File: config.mk
export PLATFORM = sky130hd
export DESIGN_NAME = sa_weight_stream_ctrl
export DESIGN_NICKNAME = d
export VERILOG_FILES = /design/src/rtl/sa_pkg.sv /design/src/rtl/sa_valid_delay_line.sv /design/src/rtl/sa_weight_stream_ctrl.sv
export SDC_FILE = /design/constraint.sdc
export NUM_CORES = 1
export LEC_CHECK = 0
export CORE_UTILIZATION = 54
export CTS_CLUSTER_DIAMETER = 40
export DETAILED_ROUTE_END_ITERATION = 6
export PLACE_DENSITY = 0.88
export SYNTH_ARGS = -nofsm -noshare
export SYNTH_HDL_FRONTEND = slang
export SYNTH_SLANG_ARGS = --single-unit
File: constraint.sdc
create_clock -name clk -period 5.15 [get_ports clk]
set_clock_uncertainty 0.1 [all_clocks]
set_input_delay 0.515 -clock clk [delete_from_list [all_inputs] [get_ports clk]]
set_output_delay 0.515 -clock clk [all_outputs]
set_load 0.02 [all_outputs]
File: src/rtl/sa_pkg.sv
// Shared types and constants for the systolic-array weight/feature sequencer.
package sa_pkg;

    // Default array geometry and vector-count width
    localparam int SA_ROWS  = 4;
    localparam int SA_COLS  = 4;
    localparam int SA_VEC_W = 8;

    // A result leaves column 0 this many cycles after its feature enters row 0
    localparam int OUT_LAT_BASE = SA_ROWS + 1;

    // Sequencer states
    typedef enum logic [2:0] {
        IDLE   = 3'd0,
        LOAD_W = 3'd1,
        STREAM = 3'd2,
        DRAIN  = 3'd3,
        DONE   = 3'd4
    } sa_state_e;

    // Address width for n entries, never narrower than one bit
    function automatic int addr_w(input int n);
        return (n > 1) ? $clog2(n) : 1;
    endfunction

endpackage

File: src/rtl/sa_valid_delay_line.sv
// One-bit shift register exposing every tap; tap k is din delayed k+1 cycles.
module sa_valid_delay_line #(
    parameter int DEPTH = 9
) (
    input  logic             clk,
    input  logic             rst,
    input  logic             din,
    output logic [DEPTH-1:0] taps
);

    logic [DEPTH-1:0] taps_q;

    // Shift a new valid bit in every cycle; bubbles enter as 0
    always_ff @(posedge clk or posedge rst) begin
        if (rst) begin
            taps_q <= '0;
        end else begin
            taps_q <= {taps_q[DEPTH-2:0], din};
        end
    end

    assign taps = taps_q;

endmodule

File: src/rtl/sa_weight_stream_ctrl.sv
// Control sequencer for the weight-stationary MAC array: weight load,
// skewed feature streaming, result-valid generation and job completion.
module sa_weight_stream_ctrl
    import sa_pkg::*;
#(
    parameter  int ROWS  = SA_ROWS,
    parameter  int COLS  = SA_COLS,
    parameter  int VEC_W = SA_VEC_W,
    localparam int AW    = addr_w(ROWS)
) (
    input  logic             clk,
    input  logic             rst,
    input  logic             start,
    input  logic [VEC_W-1:0] num_vec,
    input  logic             reload_w,
    output logic             w_rd_en,
    output logic [AW-1:0]    w_rd_addr,
    input  logic             fm_empty,
    output logic             fm_rd_en,
    output logic [VEC_W-1:0] fm_rd_addr,
    output logic             mac_wen,
    output logic [ROWS-1:0]  row_valid,
    output logic [COLS-1:0]  col_valid,
    output logic             busy,
    output logic             done
);

    // Tap k of the delay line is fm_rd_en delayed k+1 cycles (tap 0 = buffer latency)
    localparam int DEPTH    = ROWS + COLS + 1;
    localparam int COL_TAP0 = ROWS + 1;

    localparam logic [AW-1:0]    LOAD_LAST = AW'(ROWS - 1);
    localparam logic [AW-1:0]    LOAD_ONE  = AW'(1);
    localparam logic [VEC_W-1:0] VEC_ONE   = VEC_W'(1);

    sa_state_e        state_q, state_d;
    logic [AW-1:0]    load_cnt_q, load_cnt_d;
    logic [VEC_W-1:0] vec_cnt_q, vec_cnt_d;
    logic [VEC_W-1:0] num_vec_q, num_vec_d;
    logic             mac_wen_q;
    logic             fm_rd_en_s;
    logic [DEPTH-1:0] taps_s;

    // State, counters and the one-cycle-late weight-capture strobe
    always_ff @(posedge clk or posedge rst) begin
        if (rst) begin
            state_q    <= IDLE;
            load_cnt_q <= '0;
            vec_cnt_q  <= '0;
            num_vec_q  <= '0;
            mac_wen_q  <= 1'b0;
        end else begin
            state_q    <= state_d;
            load_cnt_q <= load_cnt_d;
            vec_cnt_q  <= vec_cnt_d;
            num_vec_q  <= num_vec_d;
            mac_wen_q  <= (state_q == LOAD_W);
        end
    end

    // Next-state logic and the feature read strobe (follows fm_empty in the same cycle)
    always_comb begin
        state_d    = state_q;
        load_cnt_d = load_cnt_q;
        vec_cnt_d  = vec_cnt_q;
        num_vec_d  = num_vec_q;
        fm_rd_en_s = 1'b0;
        case (state_q)
            IDLE: begin
                if (start) begin
                    num_vec_d  = num_vec;
                    vec_cnt_d  = '0;
                    load_cnt_d = '0;
                    state_d    = reload_w ? LOAD_W : STREAM;
                end else begin
                    state_d = IDLE;
                end
            end
            LOAD_W: begin
                if (load_cnt_q == LOAD_LAST) begin
                    load_cnt_d = '0;
                    state_d    = STREAM;
                end else begin
                    load_cnt_d = load_cnt_q + LOAD_ONE;
                end
            end
            STREAM: begin
                if (num_vec_q == '0) begin
                    state_d = DRAIN;
                end else if (!fm_empty) begin
                    fm_rd_en_s = 1'b1;
                    vec_cnt_d  = vec_cnt_q + VEC_ONE;
                    if (vec_cnt_q == (num_vec_q - VEC_ONE)) begin
                        state_d = DRAIN;
                    end else begin
                        state_d = STREAM;
                    end
                end else begin
                    state_d = STREAM;
                end
            end
            DRAIN: begin
                if (taps_s == '0) begin
                    state_d = DONE;
                end else begin
                    state_d = DRAIN;
                end
            end
            DONE: begin
                state_d = IDLE;
            end
            default: begin
                state_d = IDLE;
            end
        endcase
    end

    sa_valid_delay_line #(
        .DEPTH (DEPTH)
    ) u_valid_dly (
        .clk  (clk),
        .rst  (rst),
        .din  (fm_rd_en_s),
        .taps (taps_s)
    );

    // Weight rows are fetched bottom row first so they shift down into place
    assign w_rd_en    = (state_q == LOAD_W);
    assign w_rd_addr  = (state_q == LOAD_W) ? (LOAD_LAST - load_cnt_q) : '0;
    assign fm_rd_en   = fm_rd_en_s;
    assign fm_rd_addr = (state_q == STREAM) ? vec_cnt_q : '0;
    assign mac_wen    = mac_wen_q;
    assign row_valid  = taps_s[ROWS-1:0];
    assign col_valid  = taps_s[COL_TAP0 +: COLS];
    assign busy       = (state_q != IDLE);
    assign done       = (state_q == DONE);

endmodule

==> key figures <==
Outcome
  • Outcome: complete, but fails checks
  • Failing checks: DRC

Global route
  • Vias in the first global route: 1278
  • Total grt overflow: 0
  • GRT busiest layer: met2
  • Met1 usage: 27.8%
  • First-pass GRT wire length: between 5000 and 6000 microns
  • Gr usage total: a little under a quarter
  • Initial antenna violation count: 0
  • Met3 Use GR: 7.81%
  • Grt met2 use: a little over a third
  • Largest net degree at the start of global routing: 32

Detailed routing
  • Drt pass-1 iters: 6
  • DR WL/cell: 15.1 microns
  • Starting DRC count in detailed routing: 84
  • Post-route ant nets: 0
  • Via count: 1268
  • DR DRC count: 2
  • Post-Route WL: 3440 microns
  • Via density per instance: 5.56

Clock network
  • Worst skew pair latency: about 0.34 ns
  • Worst-path clk slew: 0.09 ns
  • CTS Sinks: 31
  • CTS Hold Bufs: 0
  • Cts repair resizes: 0
  • CTS tree: yes
  • Htree depth: 2
  • CTS Buffer Depth: 2
  • CTS Buf Count: 5
  • Setup Buffers After CTS: 0
  • CTS root buf: clkbuf_4

Synth
  • Post-synth EDFFs: 0
  • Synthesized Nets: 188
  • Post-synthesis register bit count: 31
  • Number of distinct library cells after synthesis: 38
  • Area share of the largest cell type after synthesis: a little under half
  • Syn avg cell area: 9.88 sq um
  • Yosys warns: 0
  • Yosys top cell by area: dfrtp_1
  • Share of flip-flops with an asynchronous set or reset: 100%
  • Ys flop type: dfrtp_1
  • Largest cells by area after synthesis: dfrtp_1, nand2_1, xor2_1
  • Post-Synthesis Cells: about 170
  • Cell Area, Synth: 1690 sq um
  • Sequential share of the synthesized area: 45.9%
  • Most frequent cell after synthesis: dfrtp_1
  • Post-synth top cells: dfrtp_1, nand2_1, nor2_1

STA
  • Setup violators final: 0
  • Hold Fails Final Rpt: 0
  • RSZ-0062 raised after global routing: false
  • Worst-Margin Slew: 1.15 ns
  • Hold slack: 0.296 ns
  • Tmin final: about 3.1 ns
  • Worst slew margin: 23.3%
  • Maximum clock rate: 0.326 GHz
  • Tcrit/Tclk final: 59.6%
  • Final Max Slew Viols: 0
  • Setup TNS: 0 ns

Setup path
  • Slowest-stage cell, CP: nor3b_1
  • Kind of end point of the critical path: output port
  • CP required: 4.53 ns
  • CP startpoint kind: flop
  • Delay-heaviest family, CP: simple AND/OR/NAND/NOR gates
  • WP data arrival: approximately 2.5 ns
  • Buf/Inv on CP: 1
  • Cells along the critical path: nor3b_1, and2_1, clkdlybuf4s50_1
  • Crit path max fanout: 11
  • Setup Crit Path Kind: reg2out
  • R2R cell count: 4
  • CP peak stage delay: roughly 0.73 ns
  • CP Depth: 3

Min path
  • WHS Path Cells: 0
  • HP Class: reg2reg

Layout
  • Layout cell share with drive strength beyond 1: 5.58%
  • Area growth, synth to finish: 17.4%
  • Post-layout util: 69.5%
  • Ant. Diodes: 0
  • Nets: between 200 and 250

Pwr
  • Final Power: 1.14 mW
  • Maximum VDD drop: 0.325 mV
  • Static leakage: 0.910 nW
  • Pwr dens: a little under 600 nW/um^2

Run
  • Max_cap viols: 0

Floorplan
  • Core Rows: 19
  • Io pins: 36
  • Starting Density: 59.2%
  • Die width: 57.9 microns
  • Core Region: 2850 sq um
  • Die ar.: 3360 sq um
  • Die Span Y: just under 60 microns

Placement
  • PortBufs: 35
  • HPWL Detailed: 2490 microns
  • Routability cong.: between 0.9 and 1
## area by class of cell
| class | count | area, sq um |
|---|---|---|
| clock buffer | 6 | 51.3 |
| clock inverter | 1 | 5.00 |
| fill | 222 | 870 |
| inverter | 7 | 26.3 |
| multi-input combinational | 117 | 736 |
| sequential | 31 | 776 |
| tap | 31 | 38.8 |
| timing repair buffer | 35 | 350 |
## cells in the final DEF (no fill, tap or decap), drive strengths merged
cell type,count
nor2,12
xnor2,7
or2b,1
nand2,27
a31oi,1
a21boi,1
clkdlybuf4s50,35
clkinv,1
a211oi,1
and4,1
nor4,3
mux2i,1
inv,7
ha,4
and2,9
or3,1
nor4b,2
nor2b,3
o31ai,1
nor3b,3
nand3b,2
a31o,1
o21ai,5
a41oi,1
mux2,1
nor3,5
and3,1
dfrtp,31
a21o,1
clkbuf,6
nand4b,1
a21oi,3
nand4,4
nand3,4
xor2,10
## power breakdown
group / internal [mW] / switching [mW] / leakage (nW)
registers: 0.336 / 0.122 / 0.395
logic: 0.262 / 0.276 / 0.481
clock network: 0.0631 / 0.0843 / 0.0341
## metal layers
layer / share of wire (%) / up-vias
li1: - / 610
met1: 44 / 610
met2: 49 / 38
met3: 4.4 / 10
met4: 2.8 / 0
met5: 0 / -
## state kept, by name, indices dropped and copies added (netlist names)
register	cells
load_cnt_q	2
vec_cnt_q	8
u_valid_dly.taps	9
state_q	3
mac_wen	1
num_vec_q	8
## final timing paths
check,from,end,slack [ns]
worst max-delay path,state_q[1]$_DFFE_PP0P_,fm_rd_addr[7],2.08
min in group asynchronous,rst,mac_wen$_DFF_PP0_,0.66
worst min-delay path,u_valid_dly.taps[4]$_DFF_PP0_,u_valid_dly.taps[5]$_DFF_PP0_,0.30
worst min register to register,u_valid_dly.taps[4]$_DFF_PP0_,u_valid_dly.taps[5]$_DFF_PP0_,0.30
worst max register to register,state_q[0]$_DFFE_PP0P_,vec_cnt_q[0]$_DFFE_PP0P_,3.21
max in group asynchronous,rst,u_valid_dly.taps[4]$_DFF_PP0_,3.59
## metrics by stage
step                      cell area (sq um)  cells  worst slack, ns
after floorplan                        1690    171             3.21
after global placement                 1930    221             2.21
after detailed placement               1930    221             2.17
after CTS                              1980    228             2.08
after global routing                   1980    228             1.94
final                                  1980    228             2.08
## kinds of logic (layout without fill, tap and decap cells)
group                      Yosys count  after routing  synth area share, %
buffers and inverters               23             49                 10.5
muxes                                2              2                 1.26
DFF                                 31             31                 45.9
AOI/OAI and AO/OA                   15             15                 5.78
and+or+nand+nor                     79             79                 24.7
adders and majority gates            4              4                 2.96
xor gates and xnor gates            17             17                 8.81
Note: power is estimated with default switching activity, not from simulation.
